`config.mk`:
```
export PLATFORM = sky130hd
export DESIGN_NAME = mem_arbiter_flat
export DESIGN_NICKNAME = d
export VERILOG_FILES = /design/src/rtl/mem_arbiter_if.sv /design/src/rtl/mem_arbiter.sv /design/src/flat_wrapper.sv
export SDC_FILE = /design/constraint.sdc
export NUM_CORES = 1
export LEC_CHECK = 0
export BUFFER_PORTS_ARGS = -buffer_cell sky130_fd_sc_hd__buf_2
export CAP_MARGIN = 10
export CORE_AREA = 5 5 76 78
export CTS_CLUSTER_DIAMETER = 50
export DETAILED_ROUTE_END_ITERATION = 10
export DIE_AREA = 0 0 81 83
export PLACE_DENSITY = 0.78
export SETUP_SLACK_MARGIN = 0.4
export SLEW_MARGIN = 20
export SYNTH_ARGS = -nofsm -noshare
export SYNTH_HDL_FRONTEND = slang
export SYNTH_SLANG_ARGS = --single-unit
```
`constraint.sdc`:
```
create_clock -name clock -period 5.2 [get_ports clock]
set_input_delay 0.52 -clock clock [delete_from_list [all_inputs] [get_ports clock]]
set_output_delay 0.52 -clock clock [all_outputs]
set_load 0.01 [all_outputs]
```
`src/rtl/mem_arbiter_if.sv`:
```
// ---------------------------------------------------------------------------
// mem_arbiter_if
// Bundles the CPU, VGA and RAM sides of the memory arbiter into one interface.
//   CPU side : cpu_req, cpu_wren, cpu_addr, cpu_wdata -> arbiter
//              cpu_stall, cpu_rvalid, cpu_rdata        <- arbiter
//   VGA side : vga_req, vga_addr                       -> arbiter
//              vga_gnt, vga_rvalid, vga_rdata          <- arbiter
//   RAM side : ram_wEn, ram_addr, ram_dataIn           <- arbiter
//              ram_dataOut (1-cycle registered read)   -> arbiter
// Modports:
//   slave  - the arbiter's view
//   master - the view of the requesters and the RAM that surround it
// ---------------------------------------------------------------------------
interface mem_arbiter_if #(
   parameter int ADDR_W = 12,
   parameter int DATA_W = 32
);
   logic              cpu_req;
   logic              cpu_wren;
   logic [ADDR_W-1:0] cpu_addr;
   logic [DATA_W-1:0] cpu_wdata;
   logic              cpu_stall;
   logic              cpu_rvalid;
   logic [DATA_W-1:0] cpu_rdata;

   logic              vga_req;
   logic [ADDR_W-1:0] vga_addr;
   logic              vga_gnt;
   logic              vga_rvalid;
   logic [DATA_W-1:0] vga_rdata;

   logic              ram_wEn;
   logic [ADDR_W-1:0] ram_addr;
   logic [DATA_W-1:0] ram_dataIn;
   logic [DATA_W-1:0] ram_dataOut;

   modport slave (
      input  cpu_req, cpu_wren, cpu_addr, cpu_wdata,
      input  vga_req, vga_addr,
      input  ram_dataOut,
      output cpu_stall, cpu_rvalid, cpu_rdata,
      output vga_gnt, vga_rvalid, vga_rdata,
      output ram_wEn, ram_addr, ram_dataIn
   );

   modport master (
      output cpu_req, cpu_wren, cpu_addr, cpu_wdata,
      output vga_req, vga_addr,
      output ram_dataOut,
      input  cpu_stall, cpu_rvalid, cpu_rdata,
      input  vga_gnt, vga_rvalid, vga_rdata,
      input  ram_wEn, ram_addr, ram_dataIn
   );
endinterface

```
`src/rtl/mem_arbiter.sv`:
```
// ---------------------------------------------------------------------------
// mem_arbiter
// Shares one single-port RAM between a CPU (reads and writes) and a VGA frame
// reader (reads only). The CPU normally wins; the VGA reader wins whenever the
// CPU is idle, and is forced through once it has been denied STARVE_LIMIT
// consecutive cycles (legal range 1..255). Read data comes back exactly one
// cycle after the grant, steered to whichever requester owned that read.
// Ports:
//   clock - system clock, rising edge
//   reset - asynchronous, active-low; gates all grants while low
//   bus   - mem_arbiter_if.slave carrying the CPU, VGA and RAM signals
// ---------------------------------------------------------------------------
module mem_arbiter #(
   parameter int ADDR_W       = 12,
   parameter int DATA_W       = 32,
   parameter int STARVE_LIMIT = 8
) (
   input  logic          clock,
   input  logic          reset,
   mem_arbiter_if.slave  bus
);

   localparam logic [7:0] LIMIT = 8'(STARVE_LIMIT);

   typedef enum logic [1:0] {
      WIN_NONE,
      WIN_CPU,
      WIN_VGA
   } winner_t;

   typedef enum logic [1:0] {
      OWN_NONE,
      OWN_CPU_RD,
      OWN_VGA_RD
   } owner_t;

   winner_t           w_winner;
   owner_t            r_owner;
   owner_t            w_owner_next;
   logic [7:0]        r_wait_cnt;
   logic [7:0]        w_wait_next;

   logic              w_force;
   logic              w_cpu_stall;
   logic              w_vga_gnt;
   logic              w_ram_wEn;
   logic [ADDR_W-1:0] w_ram_addr;
   logic              w_cpu_rvalid;
   logic              w_vga_rvalid;
   logic [DATA_W-1:0] w_cpu_rdata;
   logic [DATA_W-1:0] w_vga_rdata;

   // ---------------- grant decision ----------------
   assign w_force = bus.vga_req && (r_wait_cnt == LIMIT);

   // reset low forces "no winner", which gates every combinational output
   always_comb begin
      w_winner = WIN_NONE;
      if (reset) begin
         if (w_force) begin
            w_winner = WIN_VGA;
         end else if (bus.cpu_req) begin
            w_winner = WIN_CPU;
         end else if (bus.vga_req) begin
            w_winner = WIN_VGA;
         end
      end
   end

   assign w_vga_gnt   = (w_winner == WIN_VGA);
   assign w_cpu_stall = bus.cpu_req && w_vga_gnt;
   assign w_ram_wEn   = (w_winner == WIN_CPU) && bus.cpu_wren;

   always_comb begin
      w_ram_addr = '0;
      case (w_winner)
         WIN_CPU: w_ram_addr = bus.cpu_addr;
         WIN_VGA: w_ram_addr = bus.vga_addr;
         default: w_ram_addr = '0;
      endcase
   end

   // ---------------- starvation counter ----------------
   // Counts cycles the VGA reader was requesting but lost to the CPU; it stops
   // at LIMIT, which is exactly when the force condition takes over.
   always_comb begin
      w_wait_next = r_wait_cnt;
      if (w_vga_gnt || !bus.vga_req) begin
         w_wait_next = '0;
      end else if ((w_winner == WIN_CPU) && (r_wait_cnt != LIMIT)) begin
         w_wait_next = r_wait_cnt + 8'd1;
      end
   end

   always_ff @(posedge clock or negedge reset) begin
      if (!reset) begin
         r_wait_cnt <= '0;
      end else begin
         r_wait_cnt <= w_wait_next;
      end
   end

   // ---------------- return-owner FSM ----------------
   // Remembers who issued the read the RAM is answering next cycle. A CPU
   // write produces no return data, so it leaves the owner at NONE.
   always_ff @(posedge clock or negedge reset) begin
      if (!reset) begin
         r_owner <= OWN_NONE;
      end else begin
         r_owner <= w_owner_next;
      end
   end

   always_comb begin
      w_owner_next = OWN_NONE;
      case (w_winner)
         WIN_CPU: w_owner_next = bus.cpu_wren ? OWN_NONE : OWN_CPU_RD;
         WIN_VGA: w_owner_next = OWN_VGA_RD;
         default: w_owner_next = OWN_NONE;
      endcase
   end

   assign w_cpu_rvalid = (r_owner == OWN_CPU_RD);
   assign w_vga_rvalid = (r_owner == OWN_VGA_RD);

   // read data is zeroed toward the requester that does not own the return
   for (genvar gi = 0; gi < DATA_W; gi++) begin : g_rdata
      assign w_cpu_rdata[gi] = bus.ram_dataOut[gi] & w_cpu_rvalid;
      assign w_vga_rdata[gi] = bus.ram_dataOut[gi] & w_vga_rvalid;
   end

   // ---------------- outputs ----------------
   assign bus.cpu_stall  = w_cpu_stall;
   assign bus.cpu_rvalid = w_cpu_rvalid;
   assign bus.cpu_rdata  = w_cpu_rdata;
   assign bus.vga_gnt    = w_vga_gnt;
   assign bus.vga_rvalid = w_vga_rvalid;
   assign bus.vga_rdata  = w_vga_rdata;
   assign bus.ram_wEn    = w_ram_wEn;
   assign bus.ram_addr   = w_ram_addr;
   assign bus.ram_dataIn = bus.cpu_wdata;

endmodule
```
`src/flat_wrapper.sv`:
```
// flat-port wrapper written by rule: the top's interface ports become plain ports
module mem_arbiter_flat 
#(
   parameter int ADDR_W       = 12,
   parameter int DATA_W       = 32,
   parameter int STARVE_LIMIT = 8
)
  (clock, reset, bus_cpu_req, bus_cpu_wren, bus_cpu_addr, bus_cpu_wdata, bus_vga_req, bus_vga_addr, bus_ram_dataOut, bus_cpu_stall, bus_cpu_rvalid, bus_cpu_rdata, bus_vga_gnt, bus_vga_rvalid, bus_vga_rdata, bus_ram_wEn, bus_ram_addr, bus_ram_dataIn);
  mem_arbiter_if #(.ADDR_W(ADDR_W), .DATA_W(DATA_W)) bus_i ();
  input  logic clock;
  input  logic reset;
  input wire logic [$bits(bus_i.cpu_req)-1:0] bus_cpu_req;
  input wire logic [$bits(bus_i.cpu_wren)-1:0] bus_cpu_wren;
  input wire logic [$bits(bus_i.cpu_addr)-1:0] bus_cpu_addr;
  input wire logic [$bits(bus_i.cpu_wdata)-1:0] bus_cpu_wdata;
  input wire logic [$bits(bus_i.vga_req)-1:0] bus_vga_req;
  input wire logic [$bits(bus_i.vga_addr)-1:0] bus_vga_addr;
  input wire logic [$bits(bus_i.ram_dataOut)-1:0] bus_ram_dataOut;
  output wire logic [$bits(bus_i.cpu_stall)-1:0] bus_cpu_stall;
  output wire logic [$bits(bus_i.cpu_rvalid)-1:0] bus_cpu_rvalid;
  output wire logic [$bits(bus_i.cpu_rdata)-1:0] bus_cpu_rdata;
  output wire logic [$bits(bus_i.vga_gnt)-1:0] bus_vga_gnt;
  output wire logic [$bits(bus_i.vga_rvalid)-1:0] bus_vga_rvalid;
  output wire logic [$bits(bus_i.vga_rdata)-1:0] bus_vga_rdata;
  output wire logic [$bits(bus_i.ram_wEn)-1:0] bus_ram_wEn;
  output wire logic [$bits(bus_i.ram_addr)-1:0] bus_ram_addr;
  output wire logic [$bits(bus_i.ram_dataIn)-1:0] bus_ram_dataIn;
  assign bus_i.cpu_req = bus_cpu_req;
  assign bus_i.cpu_wren = bus_cpu_wren;
  assign bus_i.cpu_addr = bus_cpu_addr;
  assign bus_i.cpu_wdata = bus_cpu_wdata;
  assign bus_i.vga_req = bus_vga_req;
  assign bus_i.vga_addr = bus_vga_addr;
  assign bus_i.ram_dataOut = bus_ram_dataOut;
  assign bus_cpu_stall = bus_i.cpu_stall;
  assign bus_cpu_rvalid = bus_i.cpu_rvalid;
  assign bus_cpu_rdata = bus_i.cpu_rdata;
  assign bus_vga_gnt = bus_i.vga_gnt;
  assign bus_vga_rvalid = bus_i.vga_rvalid;
  assign bus_vga_rdata = bus_i.vga_rdata;
  assign bus_ram_wEn = bus_i.ram_wEn;
  assign bus_ram_addr = bus_i.ram_addr;
  assign bus_ram_dataIn = bus_i.ram_dataIn;
  mem_arbiter #(.ADDR_W(ADDR_W), .DATA_W(DATA_W), .STARVE_LIMIT(STARVE_LIMIT)) u_core (.clock(clock), .reset(reset), .bus(bus_i));
endmodule
```
# Yosys cells after proc, flatten, opt, wreduce, memory -nomap -nowiden
# Index checks and enable logic that the tools add are counted.
# W data, S select, Z words.
# classes
eq_ne,6
reduce_logical,7
addsub,1
bitwise,64
n_mux,9
# ops
op,n
$and A1 B1 Y1,64
$pmux W12 S2,1
$mux W8,2
$add A8 B1 Y8 const B,1
$eq A8 B4 Y1 const B,1
$mux W2,4
$ne A8 B4 Y1 const B,1
$eq A2 B1 Y1 const B,2
$eq A2 B2 Y1 const B,2
$logic_and A1 B1 Y1,4
$pmux W2 S2,1
$reduce_bool A2 Y1,1
$logic_not A1 Y1,1
$logic_or A1 B1 Y1,1
$mux W1,1
# word_totals
word_cells,89
register_bits,10
in_bits,93
out_inout_bits,113

# Longest topological paths before layout
# logic_depth
word_depth,8
mapped_depth,10
ltp_nobuf,9

# Least setup slack after synthesis
# Ideal clock, no wire load.
# synth_timing
path_kind,reg-to-output
startpoint,register u_core.r_wait_cnt[0]
endpoint,output port bus_ram_addr[0]
path_buffers,1
required_time_ps,4680
path_stages_with_launch,10
slack_ps,2702
arrival_time_ps,1978
cell_sequence,dfrtp_1 inv_1 ha_1 and4bb_1 nand2_1 a21oi_1 ha_1 clkbuf_1 a22oi_1 nor2_1
# synth_via
elab_chain_len,6
elab_cells_between_ends,7
cone_classes,eq/ne (3); mux (3); reduce/logical (1)
# synth_rtl
element,line,text
start: declaration,mem_arbiter.sv:40,logic [7:0] r_wait_cnt;
start signal: assignment,mem_arbiter.sv:99,r_wait_cnt <= w_wait_next;
$eq A8 B4 Y1,mem_arbiter.sv:54,assign w_force = bus.vga_req && (r_wait_cnt == LIMIT);
$logic_and A1 B1 Y1,mem_arbiter.sv:54,
$mux W2,mem_arbiter.sv:60,if (w_force) begin
$mux W2,mem_arbiter.sv:59,if (reset) begin
$eq A2 B2 Y1,-,
net bus_vga_gnt,flat_wrapper.sv:22,output wire logic [$bits(bus_i.vga_gnt)-1:0] bus_vga_gnt;
$pmux W12 S2,mem_arbiter.sv:76,case (w_winner)
end: declaration,flat_wrapper.sv:26,output wire logic [$bits(bus_i.ram_addr)-1:0] bus_ram_addr;
# The timed path passes the listed nets, and every way through them passes these cells.

# Final worst setup path
# layout_timing
startpoint,register u_core.r_wait_cnt[0]
endpoint,output port bus_ram_addr[8]
# layout_via
elab_chain_len,6
elab_cells_between_ends,7
cone_classes,eq/ne (3); mux (3); reduce/logical (1)
# layout_rtl
element,line
$eq A8 B4 Y1 (*),mem_arbiter.sv:54
$logic_and A1 B1 Y1 (*),mem_arbiter.sv:54
$mux W2 (*),mem_arbiter.sv:60
$mux W2 (*),mem_arbiter.sv:59
$eq A2 B2 Y1 or $eq A2 B1 Y1 (tied branches),mem_arbiter.sv:76
$pmux W12 S2 (*),mem_arbiter.sv:76
# Every way passes the cells marked *; elsewhere a longest branch is shown, timed or not.

==> metrics <==
status=finished, final reports clean; port bufs=141; Die H=83 um; cts hold-fix bufs=0; crit-path cells=inv_1, ha_1, and4bb_1, a31oi_1, ha_1, a22oi_1, nor2_1, buf_2; post-DP HPWL=3950 um; Final Hold Viols=0; routability-driven placement congestion ratio=0.758; Via density=4.41; DR WL/cell=12.7 um; layout cell share with drive strength beyond 1=0.502; CP max stage cell=ha_1; setup bufs post-CTS=0; RSZ-0062 raised after global routing=no; Peak VDD IR=0.0910 mV; Rel. slew slack=0.573; # diodes=0; # clock sinks=10; Final Setup Violations=0; first-pass GRT wire length=7200 um; CP top delay family=adder cells; clk buf depth=2; total grt overflow=0; drt pass-1 iters=4; Startpoint Class=register; Tcrit/Tclk final=0.564; total of warnings raised by yosys=0; Leak=0.00121 uW; DRC viols=0; WS Path Type=register to output port; clk slew on worst S/H paths=0.05 ns; Synth Flop Type=dfrtp_1; Yosys top cell area share=0.291; Setup TNS Final=0 ns; GRT Overall Usage=0.129; Async S/R FF share, synth=1.00; number of distinct library cells after synthesis=27; Max stage delay on crit path=0.61 ns; Die X=81 um; worst-margin pin slew=0.641 ns; Non-Filler Cell Area, Final=0.00199 mm^2; initial antenna violation count=0; Final Max Tran Viols=0; Synth area leader=and2_1; Cells after Synth=193; crit path time final=2.93 ns; P per Cell Area=119 mW/mm^2; Peak Freq=341 MHz; Avg Cell Area, Syn=7.35 um^2; # rows=26; final antenna-violating net count=0; number of flops mapped to enable cells by yosys=0; total power draw=235 uW; Buf/Inv on CP=2; nets@finish=397; Synthesized Nets=291; Core Region=0.00501 mm^2; starting density of the core=0.283; Area Overhead vs Synth=40.0%; # IOs=206; clock latency on the worst-skew pair=0.23 ns; Area after DPL=0.00195 mm^2; Max Clock Skew=0.000394 ns; min-delay worst type=input pin to asynchronous set/reset pin; Max Cap Viol=0; number of global-route vias before repair=1483; flops & latches, synth=10; CTS tree=yes; CTS Root Cell=clkbuf_8; sequential area share after synthesis=0.176; synth top area cells=and2_1, dfrtp_1, buf_4; cts repair resizes=0; drt total wl=4660 um; synthesized area=0.00142 mm^2; crit end category=output port; Critical Path RT=4.68 ns; htree depth=1; CTS Buf Count=3; most frequent CP cell=ha_1; Vias=1619; DIE AREA=0.00672 mm^2; Arr. time, crit path=2.41 ns; initial DRC count=22; crit-path max FO=19; largest net degree at the start of global routing=34
layer usage:
layer	global-route usage	part of all wire
met5	0	0
met4	0.0307	0.0064
met3	0.0639	0.17
met2	0.213	0.45
met1	0.147	0.36
worst register-to-register path: stages (launching register included):
cell	delay [ns]
dfrtp_1	0.39
inv_1	0.08
ha_1	0.19
and4bb_1	0.24
a31oi_1	0.23
ha_1	0.61
nand4_2	0.28
or3_1	0.41
a21oi_1	0.15
cell usage after synthesis (3+ instances only):
library cell,instances
and2_1,66
nor2_1,14
a22oi_1,12
nand2_1,10
nor2b_1,3
ha_1,5
dfrtp_1,10
clkbuf_1,9
or3_1,3
buf_4,33
inv_1,3
a21oi_1,5
registers in the layout (all words and copies together) (netlist names):
name	flops
u_core.r_wait_cnt	8
u_core.r_owner	2
worst paths after layout:
kind                                             startpoint                                to  slack, ns  cells after the start
max                        u_core.r_wait_cnt[0]$_DFFE_PN0P_                   bus_ram_addr[8]       2.27                      8
min                                                   reset  u_core.r_wait_cnt[5]$_DFFE_PN0P_       0.15                      1
max reg2reg                u_core.r_wait_cnt[0]$_DFFE_PN0P_  u_core.r_wait_cnt[5]$_DFFE_PN0P_       2.54                      8
min reg2reg                u_core.r_wait_cnt[7]$_DFFE_PN0P_  u_core.r_wait_cnt[7]$_DFFE_PN0P_       0.55                      2
max in group asynchronous                             reset       u_core.r_owner[0]$_DFF_PN0_       4.84                      1
min in group clock                             bus_cpu_wren       u_core.r_owner[0]$_DFF_PN0_       0.46                      2
kinds of logic (layout without fill, tap and decap cells):
kind of cell,Yosys count,in the layout,synth area share
adders and majority gates,5,5,0.0441
buffers and inverters,45,149,0.206
and+or+nand+nor,105,105,0.431
AOI/OAI and AO/OA,24,24,0.116
DFF,10,10,0.176
xor gates and xnor gates,2,2,0.0123
muxes,2,2,0.0141
cell type report:
class / count / area, um^2
Tap cell: 70 / 87.6
Inverter: 3 / 11.3
Clock buffer: 3 / 41.3
Timing Repair Buffer: 143 / 721
Multi-Input combinational cell: 138 / 876
Sequential cell: 10 / 250
Fill cell: 549 / 3020
power breakdown:
part           internal [uW]  switching [uW]
sequential              79.3            1.09
clock                   50.6            29.3
combinational           36.9            38.3
total                    167            68.7
stage by stage:
stage	util	setup slack (ns)	std cells	hold slack [ns]
6_report	0.397	2.27	367	0.152
3_3_place_gp	0.388	2.60	364	0.400
2_1_floorplan	-	2.70	193	0.224
5_1_grt	0.397	1.99	367	0.158
3_5_place_dp	0.388	2.53	364	0.408
4_1_cts	0.397	2.26	367	0.159
layout by cell type, fill, tap and decap left out, drive strengths merged:
cell,Yosys,layout
buf,33,143
and2,66,66
nor2,14,14
a22oi,12,12
nand2,10,10
dfrtp,10,10
a21oi,5,5
ha,5,5
inv,3,3
nor2b,3,3
or3,3,3
clkbuf,9,3
nand4,3,3
o21ai,3,3
xor2,2,2
mux2i,2,2
nand3,2,2
and4bb,1,1
nor3,1,1
a21o,1,1
a31oi,1,1
nor3b,1,1
nand2b,1,1
a211o,1,1
a21boi,1,1
Note: power is estimated with default switching activity, not from simulation.
